## config.mk

```make
export PLATFORM = sky130hd
export DESIGN_NAME = usart_rx_os_flat
export DESIGN_NICKNAME = d
export VERILOG_FILES = /design/src/rtl/usart_pkg.sv /design/src/rtl/usart_rx_os_if.sv /design/src/rtl/usart_sync_fifo.sv /design/src/rtl/usart_rx_os.sv /design/src/flat_wrapper.sv
export SDC_FILE = /design/constraint.sdc
export NUM_CORES = 1
export LEC_CHECK = 0
export CAP_MARGIN = 10
export CORE_ASPECT_RATIO = 1.5
export CORE_MARGIN = 2
export CORE_UTILIZATION = 45
export DETAILED_ROUTE_END_ITERATION = 10
export GPL_ROUTABILITY_DRIVEN = 0
export SYNTH_ARGS = -nofsm -noshare
export SYNTH_HDL_FRONTEND = slang
export SYNTH_SLANG_ARGS = --single-unit
export TNS_END_PERCENT = 10
```

## constraint.sdc

```tcl
create_clock -name clk -period 4.3 [get_ports clk]
set_input_delay 1.075 -clock clk [delete_from_list [all_inputs] [get_ports clk]]
set_output_delay 1.075 -clock clk [all_outputs]
set_load 0.02 [all_outputs]
```

## src/rtl/usart_pkg.sv

```systemverilog
// usart_pkg: shared constants and helpers for the oversampling USART blocks
package usart_pkg;
  localparam int PARITY_NONE = 0;
  localparam int PARITY_ODD = 1;
  localparam int PARITY_EVEN = 2;
  localparam logic [2:0] S_IDLE = 3'd0;
  localparam logic [2:0] S_START = 3'd1;
  localparam logic [2:0] S_DATA = 3'd2;
  localparam logic [2:0] S_PARITY = 3'd3;
  localparam logic [2:0] S_STOP = 3'd4;
  localparam logic [2:0] S_WAIT_HIGH = 3'd5;
  localparam int ENTRY_EXTRA = 2;
  function automatic int baud_div(int clk, int baud, int os);
    return clk / (baud * os);
  endfunction
  function automatic int entry_w(int db);
    return db + ENTRY_EXTRA;
  endfunction
endpackage

```

## src/rtl/usart_rx_os_if.sv

```systemverilog
// usart_rx_os_if: valid/ready stream of received words with their error flags
interface usart_rx_os_if #(parameter int DATA_BITS = 8);
  logic [DATA_BITS-1:0] data_out;
  logic parity_err;
  logic frame_err;
  logic data_valid;
  logic data_ready;
  modport master(output data_out, parity_err, frame_err, data_valid, input data_ready);
  modport slave(input data_out, parity_err, frame_err, data_valid, output data_ready);
endinterface

```

## src/rtl/usart_sync_fifo.sv

```systemverilog
// usart_sync_fifo: first-word-fall-through FIFO; head reads as zero while empty
module usart_sync_fifo #(
  parameter int WIDTH = 10,
  parameter int DEPTH = 4
) (
  input  logic clk,
  input  logic reset,
  input  logic push,
  input  logic pop,
  input  logic [WIDTH-1:0] din,
  output logic [WIDTH-1:0] dout,
  output logic full,
  output logic empty
);
  localparam int AW = $clog2(DEPTH);
  logic [AW:0] wp, rp;
  logic [WIDTH-1:0] mem [DEPTH];
  logic wr, rd;
  assign empty = wp == rp;
  assign full = (wp ^ rp) == {1'b1, {AW{1'b0}}};
  assign rd = pop && !empty;
  assign wr = push && (!full || rd);
  assign dout = empty ? '0 : mem[rp[AW-1:0]];
  always_ff @(posedge clk) begin
    if (reset) begin
      wp <= '0;
      rp <= '0;
    end else begin
      if (wr) wp <= wp + 1'b1;
      if (rd) rp <= rp + 1'b1;
    end
  end
  always_ff @(posedge clk) if (wr) mem[wp[AW-1:0]] <= din;
endmodule

```

## src/rtl/usart_rx_os.sv

```systemverilog
// usart_rx_os: oversampling USART receiver with majority vote, error flags and FWFT buffer
module usart_rx_os
  import usart_pkg::*;
#(
  parameter int CLK_FREQ = 100000000,
  parameter int BAUD_RATE = 115200,
  parameter int DATA_BITS = 8,
  parameter int PARITY = 0,
  parameter int STOP_BITS = 1,
  parameter int OVERSAMPLE = 16,
  parameter int FIFO_DEPTH = 4
) (
  input  logic clk,
  input  logic reset,
  input  logic rx,
  usart_rx_os_if.master rx_if,
  output logic overrun,
  output logic busy
);
  localparam int DIV = baud_div(CLK_FREQ, BAUD_RATE, OVERSAMPLE);
  localparam int DW = $clog2(DIV + 1);
  localparam int TW = $clog2(OVERSAMPLE);
  localparam int BW = $clog2(DATA_BITS);
  localparam int EW = entry_w(DATA_BITS);
  localparam logic [TW-1:0] T_LO = TW'(OVERSAMPLE / 2 - 1);
  localparam logic [TW-1:0] T_MID = TW'(OVERSAMPLE / 2);
  localparam logic [TW-1:0] T_HI = TW'(OVERSAMPLE / 2 + 1);
  localparam logic [TW-1:0] T_END = TW'(OVERSAMPLE - 1);
  if (DIV < 1) begin : g_bad_div
    $error("usart_rx_os: CLK_FREQ/(BAUD_RATE*OVERSAMPLE) is below 1");
  end
  logic [1:0] sync;
  logic rxs, tick, dec, bend, vote, fbad, sidx, perr, ferr, push, pop, full, empty;
  logic [DW-1:0] div_cnt;
  logic [2:0] state;
  logic [TW-1:0] tcnt;
  logic [1:0] smp;
  logic [DATA_BITS-1:0] sh;
  logic [BW-1:0] bidx;
  logic [EW-1:0] head;
  assign rxs = sync[1];
  assign tick = div_cnt == DW'(DIV - 1);
  assign dec = tick && tcnt == T_HI;
  assign bend = tick && tcnt == T_END;
  assign vote = (smp[0] & smp[1]) | (rxs & (smp[0] | smp[1]));
  assign fbad = ferr | ~vote;
  assign busy = state != S_IDLE;
  assign pop = rx_if.data_valid && rx_if.data_ready;
  assign rx_if.data_valid = !empty;
  assign {rx_if.frame_err, rx_if.parity_err, rx_if.data_out} = head;
  assign overrun = push && full && !rx_if.data_ready;
  always_ff @(posedge clk) sync <= reset ? 2'b11 : {sync[0], rx};
  // the divider restarts on the start edge so ticks line up with the incoming frame
  always_ff @(posedge clk) div_cnt <= (reset || tick || (state == S_IDLE && !rxs)) ? '0 : div_cnt + 1'b1;
  always_ff @(posedge clk) begin
    if (reset) begin
      state <= S_IDLE;
      tcnt <= '0;
      smp <= '0;
      sh <= '0;
      bidx <= '0;
      sidx <= 1'b0;
      perr <= 1'b0;
      ferr <= 1'b0;
      push <= 1'b0;
    end else begin
      push <= 1'b0;
      if (tick) tcnt <= bend ? '0 : tcnt + 1'b1;
      if (tick && tcnt == T_LO) smp[0] <= rxs;
      if (tick && tcnt == T_MID) smp[1] <= rxs;
      case (state)
        S_IDLE: if (!rxs) begin
          state <= S_START;
          tcnt <= '0;
          bidx <= '0;
          sidx <= 1'b0;
          perr <= 1'b0;
          ferr <= 1'b0;
        end
        S_START: if (dec && vote) state <= S_IDLE; else if (bend) state <= S_DATA;
        S_DATA: begin
          if (dec) sh <= {vote, sh[DATA_BITS-1:1]};
          if (bend) begin
            bidx <= bidx + 1'b1;
            if (bidx == BW'(DATA_BITS - 1)) state <= (PARITY != PARITY_NONE) ? S_PARITY : S_STOP;
          end
        end
        S_PARITY: begin
          if (dec) perr <= vote != ((^sh) ^ (PARITY == PARITY_ODD));
          if (bend) state <= S_STOP;
        end
        // leaving at the decision tick of a good stop bit lets the next start edge be seen
        S_STOP: if (dec) begin
          ferr <= fbad;
          if (sidx == 1'(STOP_BITS - 1)) begin
            push <= 1'b1;
            state <= fbad ? S_WAIT_HIGH : S_IDLE;
          end
        end else if (bend) sidx <= sidx + 1'b1;
        S_WAIT_HIGH: if (rxs) state <= S_IDLE;
        default: state <= S_IDLE;
      endcase
    end
  end
  usart_sync_fifo #(.WIDTH(EW), .DEPTH(FIFO_DEPTH)) u_fifo (
    .clk(clk),
    .reset(reset),
    .push(push),
    .pop(pop),
    .din({ferr, perr, sh}),
    .dout(head),
    .full(full),
    .empty(empty)
  );
endmodule

```

## src/flat_wrapper.sv

```systemverilog
// flat-port wrapper written by rule: the top's interface ports become plain ports
module usart_rx_os_flat import usart_pkg::*;
#(
  parameter int CLK_FREQ = 100000000,
  parameter int BAUD_RATE = 115200,
  parameter int DATA_BITS = 8,
  parameter int PARITY = 0,
  parameter int STOP_BITS = 1,
  parameter int OVERSAMPLE = 16,
  parameter int FIFO_DEPTH = 4
)
  (clk, reset, rx, overrun, busy, rx_if_data_out, rx_if_parity_err, rx_if_frame_err, rx_if_data_valid, rx_if_data_ready);
  usart_rx_os_if #(.DATA_BITS(DATA_BITS)) rx_if_i ();
  input  logic clk;
  input  logic reset;
  input  logic rx;
  output logic overrun;
  output logic busy;
  output wire logic [$bits(rx_if_i.data_out)-1:0] rx_if_data_out;
  output wire logic [$bits(rx_if_i.parity_err)-1:0] rx_if_parity_err;
  output wire logic [$bits(rx_if_i.frame_err)-1:0] rx_if_frame_err;
  output wire logic [$bits(rx_if_i.data_valid)-1:0] rx_if_data_valid;
  input wire logic [$bits(rx_if_i.data_ready)-1:0] rx_if_data_ready;
  assign rx_if_data_out = rx_if_i.data_out;
  assign rx_if_parity_err = rx_if_i.parity_err;
  assign rx_if_frame_err = rx_if_i.frame_err;
  assign rx_if_data_valid = rx_if_i.data_valid;
  assign rx_if_i.data_ready = rx_if_data_ready;
  usart_rx_os #(.CLK_FREQ(CLK_FREQ), .BAUD_RATE(BAUD_RATE), .DATA_BITS(DATA_BITS), .PARITY(PARITY), .STOP_BITS(STOP_BITS), .OVERSAMPLE(OVERSAMPLE), .FIFO_DEPTH(FIFO_DEPTH)) u_core (.clk(clk), .reset(reset), .rx(rx), .rx_if(rx_if_i), .overrun(overrun), .busy(busy));
endmodule
```

==> results of run 1 <==
-- through the flow --
step / hold WS [ns] / cells / util / power, mW
final: 0.4125 / 416 / 0.5329 / 1.596
after global routing: 0.4570 / 416 / 0.5329 / 1.659
after CTS: 0.4148 / 416 / 0.5329 / 1.612
after detailed placement: 0.3997 / 400 / 0.4995 / 0.9476
after global placement: 0.4003 / 400 / 0.4995 / 0.9480
after floorplan: 0.3895 / 288 / - / 0.9223
-- final cells by class --
cell class                      instances  area (um2)  area share
Tap cell                              102       127.6     0.03146
Inverter                               13       48.80     0.01203
Timing Repair Buffer                   21       197.7     0.04874
Multi-Input combinational cell        184        1426      0.3516
Sequential cell                        80        2002      0.4935
Clock buffer                           14       244.0     0.06015
Clock inverter                          2       10.01    0.002468
-- worst max-delay path, cell delays in order --
cell             delay [ns]
clkdlybuf4s50_1        0.46
nor4_1                 0.31
clkdlybuf4s50_1        0.65
-- metal layers --
| layer | wire (um) | global-route usage | up-vias |
|---|---|---|---|
| li1 | - | - | 1073 |
| met1 | 2483 | 0.1790 | 1058 |
| met2 | 3247 | 0.2802 | 33 |
| met3 | 216 | 0.04421 | 9 |
| met4 | 139 | 0.08000 | 0 |
| met5 | 0 | 0 | - |
-- cells by family (layout without fill, tap and decap cells) --
| family | Yosys count | after routing |
|---|---|---|
| simple gates | 96 | 96 |
| flops | 80 | 80 |
| compound gates | 30 | 30 |
| mux | 24 | 24 |
| buf+inv | 24 | 50 |
| xor+xnor | 21 | 21 |
| fa+ha+maj | 13 | 13 |
-- path summary, 6_finish.rpt --
| check | cells past startpoint | endpoint | slack (ns) |
|---|---|---|---|
| setup reg to reg | 6 | u_core.state[2] | 2.30 |
| hold reg to reg | 1 | u_core.sync[1] | 0.41 |
| setup / recovery | 3 | overrun | 0.72 |
| hold / removal | 1 | u_core.sync[1] | 0.41 |
-- state kept, by name (all words and copies together) (netlist names), named ones only --
register           cells
u_core.bidx            3
u_core.div_cnt         6
u_core.ferr            1
u_core.perr            1
u_core.push            1
u_core.sh              8
u_core.sidx            1
u_core.smp             2
u_core.state           3
u_core.sync            2
u_core.tcnt            4
u_core.u_fifo.mem     40
u_core.u_fifo.rp       3
u_core.u_fifo.wp       3
-- cell usage after synthesis (all sizes together) (2+ instances only) --
library cell / n / area share
xor2: 6 / 0.015
mux4: 10 / 0.064
xnor2: 15 / 0.037
nor3: 3 / 0.0043
o21ai: 5 / 0.0071
or2: 2 / 0.0035
or4: 2 / 0.0043
mux2i: 13 / 0.037
nor2: 42 / 0.047
a22oi: 2 / 0.0043
edfxtp: 40 / 0.34
a21oi: 10 / 0.014
buf: 6 / 0.0089
nor4: 3 / 0.0053
ha: 12 / 0.043
or3b: 2 / 0.0057
a41oi: 2 / 0.0050
nand3: 7 / 0.011
and2: 11 / 0.020
nand2b: 2 / 0.0035
nor3b: 2 / 0.0043
inv: 13 / 0.014
clkbuf: 5 / 0.0053
nor2b: 2 / 0.0035
nand2: 12 / 0.015
dfxtp: 40 / 0.23
-- power groups by stage --
stage	Clock (mW)	Combinational, mW	Sequential, mW
after floorplan	0	0.0968	0.825
final	0.663	0.109	0.824
after global routing	0.713	0.119	0.827
after global placement	0	0.108	0.840
after CTS	0.679	0.109	0.824
after detailed placement	0	0.108	0.840
==> results.py, run 1 <==
metrics = {
    "logic_synthesis": {
        "synth_ff_type": "edfxtp_1",
        "synth-seq-cells": 80,
        "synthMuxAreaShare": 0.1039,
        "ys_seq_area_frac": 0.5676,
        "ys_async_sr_fraction": 0,
        "netlist_area_um2": 3527,
        "synth_top_family_by_area": "simple AND/OR/NAND/NOR gates",
        "synth_fa_ha_area_frac": 0.04541,
        "yosys.area_share.simple": 0.1408,
        "synthCells": 288,
        "synth_edf_count": 40,
        "yosys_warnings": 0,
        "syn-num-nets": 304,
        "synth_xor_xnor_area_share": 0.05215,
        "ys_types": 52,
        "postSynthAreaPerCell_um2": 12.25,
        "synth-compound-area-share": 0.06208,
    },
    "worst_setup_path": {
        "critPathArrivalTime_ns": 2.50,
        "reg2reg_from": "u_core.tcnt[0]",
        "critPathLaunch": "rx_if_data_ready",
        "crit_path_end_kind": "output pin",
        "crit_type": "primary input to output pin",
        "worstPathMaxFanout": 4,
        "worstSetupStartpointType": "primary input",
        "required_ns": 3.22,
    },
    "floorplanning": {
        "rows": 39,
        "initial_core_util": 0.4633,
        "io_pins": 17,
        "fp.coreArea_um2": 7612,
        "die_y_um": 112.4,
        "die_w_um": 76.29,
        "dieArea_um2": 8577,
    },
    "cells_and_area": {
        "final_common_cell": "nor2_1",
        "antenna_cells": 0,
        "fin_area_um2": 4056,
        "final_nets": 325,
        "drive_gt1_frac": 0.1146,
        "area_growth_syn_to_layout_pct": 15.01,
        "final_cell_mix": "nor2_1, dfxtp_1, edfxtp_1",
        "fillers": 691,
    },
    "route": {
        "wire_per_inst_um": 14.63,
        "drtIter0Drc": 117,
        "drt-pass1-iter-count": 4,
        "avgViaCountPerCell": 5.224,
        "dr_total_vias": 2173,
        "ant_nets": 0,
        "drc": 0,
        "drt-total-wl_um": 6086,
    },
    "placed_design": {
        "placed_cell_area_um2": 3802,
        "dp_slack_ns": 0.7468,
        "io_buffers": 16,
        "dpl.hpwl_um": 4281,
    },
    "clock_tree": {
        "clock-sinks": 80,
        "h-tree-depth": 3,
        "clk_pin_slew_worst_paths_ns": 0.05,
        "hold_buffers": 0,
        "cts_tree": "done",
        "cts_root_buf": "clkbuf_16",
        "clk_latency_ns": 0.34,
        "clockBufferDepth": 2,
        "postCtsResizedCells": 0,
        "postCtsSetupBuffers": 0,
        "numCtsBuffers": 9,
    },
    "global_route": {
        "grt.total_usage": 0.1604,
        "grt_max_degree": 19,
        "grt_pass1_vias": 2222,
        "grt_pass1_wl_um": 10620,
        "overflow": 0,
        "antenna_found_initial": 0,
    },
    "pwr": {
        "ir_drop_mv": 0.2542,
        "internal_power_mw": 1.243,
        "p_sw_frac": 0.2211,
        "switching_power_mw": 0.3528,
        "clock_power_share": 0.416,
        "combinationalPowerShare": 0.068,
        "power.density_nw_per_um2": 393.4,
        "seqPwrFrac": 0.516,
        "cellLeakagePower_nw": 1.448,
    },
    "min_path": {
        "min-delay-start": "u_core.sync[0]",
        "hold_path.class": "flop to flop",
    },
    "sta": {
        "relSlewSlack": 0.5339,
        "clock.fmax_ghz": 0.2795,
        "setup_violations": 0,
        "setup_ws_ns": 0.7219,
        "period_share": 0.8321,
        "hold_violations": 0,
        "rsz0062_at_grt": "no",
        "skew_ns": 0.009689,
        "tns_ns": 0,
        "slew_viol_final": 0,
        "period_minus_slack_ns": 3.578,
        "worst_slew_pin_slew_ns": 0.6982,
    },
    "flow_run": {
        "drv_cap": 0,
    },
    "run_status": {
        "status": "complete, no violations",
    },
}
Power figures use the tool's default switching activity.
==> run 2: changes to the inputs <==
Clock period 4.3 ns to 2.9 ns, I/O delays scaled along.
==> run 2 against run 1 <==
Non-clock buffer count is 4 higher; core utilization up 1.5 points; combinational power up 51%; clock skew fell by 0.0046 ns; sequential power increased by 48%; register-to-register slack worse by 1.4 ns; critical path depth is 1 higher; sequential share of layout area shrank 1.4 points; routed wire length up 1.0%.
==> results.py, run 2 (synthesis gave the netlist of run 1 again) <==
metrics = {
    "placed_design": {
        "dpl.cell_count": 404,
        "placed_cell_area_um2": 3832,
        "dpl.hpwl_um": 4314,
        "io_buffers": 16,
    },
    "global_route": {
        "grt_pass1_vias": 2155,
        "overflow": 0,
        "antenna_found_initial": 0,
        "grt_pass1_wl_um": 10660,
        "grt_max_degree": 14,
        "grt.total_usage": 0.1606,
    },
    "sta": {
        "skew_ns": 0.005089,
        "slew_viol_final": 0,
        "worst_slew_pin_slew_ns": 0.5201,
        "period_minus_slack_ns": 2.786,
        "setup_violations": 0,
        "tns_ns": 0,
        "rsz0062_at_grt": "no",
        "period_share": 0.9608,
        "relSlewSlack": 0.6528,
        "hold_violations": 0,
        "clock.fmax_ghz": 0.3589,
    },
    "worst_setup_path": {
        "r2r_slack_ns": 0.89,
        "crit_type": "flop to output pin",
        "path_delay_family": "buffers and inverters",
        "reg2reg_from": "u_core.tcnt[0]",
        "crit_path_end_kind": "output pin",
        "critPathArrivalTime_ns": 2.06,
        "crit_buf_inv": 2,
        "worstSetupStartpointType": "flop",
        "cp_cell_sequence": "buf_6 > mux4_2 > and2_1 > clkdlybuf4s50_1",
        "r2r_end": "u_core.state[2]",
        "cp_slowest_stage_delay_ns": 0.53,
        "slowest_stage": "clkdlybuf4s50_1",
        "required_ns": 2.17,
        "worstPathMaxFanout": 10,
        "reg2reg_depth": 6,
    },
    "clock_tree": {
        "clock-sinks": 80,
        "clk_pin_slew_worst_paths_ns": 0.05,
        "h-tree-depth": 3,
        "numCtsBuffers": 9,
        "cts_root_buf": "clkbuf_16",
        "clk_latency_ns": 0.33,
        "cts_tree": "done",
        "hold_buffers": 0,
        "clockBufferDepth": 2,
    },
    "cells_and_area": {
        "final_nets": 329,
        "regArea_um2": 2002,
        "final_cell_mix": "nor2_1, dfxtp_1, edfxtp_1",
        "antenna_cells": 0,
        "finish.utilization": 0.5483,
        "drive_gt1_frac": 0.1321,
        "fin_area_um2": 4174,
        "final_common_cell": "nor2_1",
        "fillers": 701,
        "multi_input_area_um2": 1426,
        "area_growth_syn_to_layout_pct": 18.34,
        "largest_register_ffs": 40,
        "stdcell_count": 420,
    },
    "route": {
        "drc": 0,
        "wire_per_inst_um": 14.64,
        "drt-pass1-iter-count": 4,
        "drt-total-wl_um": 6147,
        "avgViaCountPerCell": 5.112,
        "drtIter0Drc": 90,
        "dr_total_vias": 2147,
        "ant_nets": 0,
    },
    "min_path": {
        "worstHoldEndpoint": "u_core.sync[1]",
        "hold_path.class": "flop to flop",
        "min-delay-start": "u_core.sync[0]",
        "hold_depth": 1,
    },
    "pwr": {
        "power.density_nw_per_um2": 627.7,
        "ir_drop_mv": 0.3539,
        "finalPower_mw": 2.620,
        "cellLeakagePower_nw": 1.525,
    },
    "floorplanning": {
        "fp.coreArea_um2": 7612,
        "die_w_um": 76.29,
        "io_pins": 17,
        "dieArea_um2": 8577,
        "die_y_um": 112.4,
        "rows": 39,
        "initial_core_util": 0.4633,
    },
    "flow_run": {
        "drv_cap": 0,
    },
    "run_status": {
        "status": "complete, no violations",
    },
}
## run 2: cell count changes in the layout (fill, tap and decap cells not counted), sizes merged
cell           change
dlymetal6s2s       +1
clkinv             -2
clkdlybuf4s50      -1
buf                +4
bufinv             +2
## run 2: worst max-delay path by stage
stage	start	end	slack, ns	cells past startpoint
2_1_floorplan	rx_if_data_ready	overrun	0.73	1
3_3_place_gp	rx_if_data_ready	overrun	0.13	3
3_5_place_dp	rx_if_data_ready	overrun	0.09	3
4_1_cts	flop	rx_if_data_out[0]	0.05	4
5_1_grt	flop	rx_if_data_out[4]	0.03	4
6_report	flop	rx_if_data_out[0]	0.11	4
## run 2: power breakdown
part | switching (mW) | leakage (nW) | total [mW] | internal (mW)
logic | 0.0898 | 0.669 | 0.165 | 0.0752
clock network | 0.404 | 0.162 | 1.23 | 0.830
registers | 0.0287 | 0.694 | 1.22 | 1.19
total | 0.523 | 1.53 | 2.62 | 2.10
## run 2: layout make-up
class                      count  share of cell area
multi-input combinational    184              0.3417
clock inverter                 2             0.01439
tap                          102             0.03058
inverter                      13             0.01169
timing repair buffer          25             0.05606
clock buffer                  14             0.06595
sequential                    80              0.4796
## run 2: metal layers
layer,share of wire,global-route usage,vias up
met5,0,0,-
met4,0.020,0.06909,0
met3,0.027,0.04180,10
met2,0.54,0.2932,26
met1,0.41,0.1744,1032
li1,-,-,1079
## run 2: what timing repair did
item | in CTS | in global routing
setup buffers | 0 | 0
gates resized for setup | 0 | 2
setup endpoints to repair | 0 | 11
## run 2: worst register-to-register path, stage by stage, from the launching register on
cell	delay, ns
dfxtp_1	0.42
ha_1	0.24
and3_1	0.35
o22ai_2	0.13
a211oi_4	0.25
nand3_1	0.15
o311a_1	0.35
## run 2: through the flow
step                      setup WS, ns  hold WS, ns
after floorplan                 0.7308       0.3895
after global placement          0.1278       0.3979
final                           0.1138       0.4094
after detailed placement       0.09092       0.3997
after CTS                      0.05224       0.4133
after global routing           0.03096       0.4528
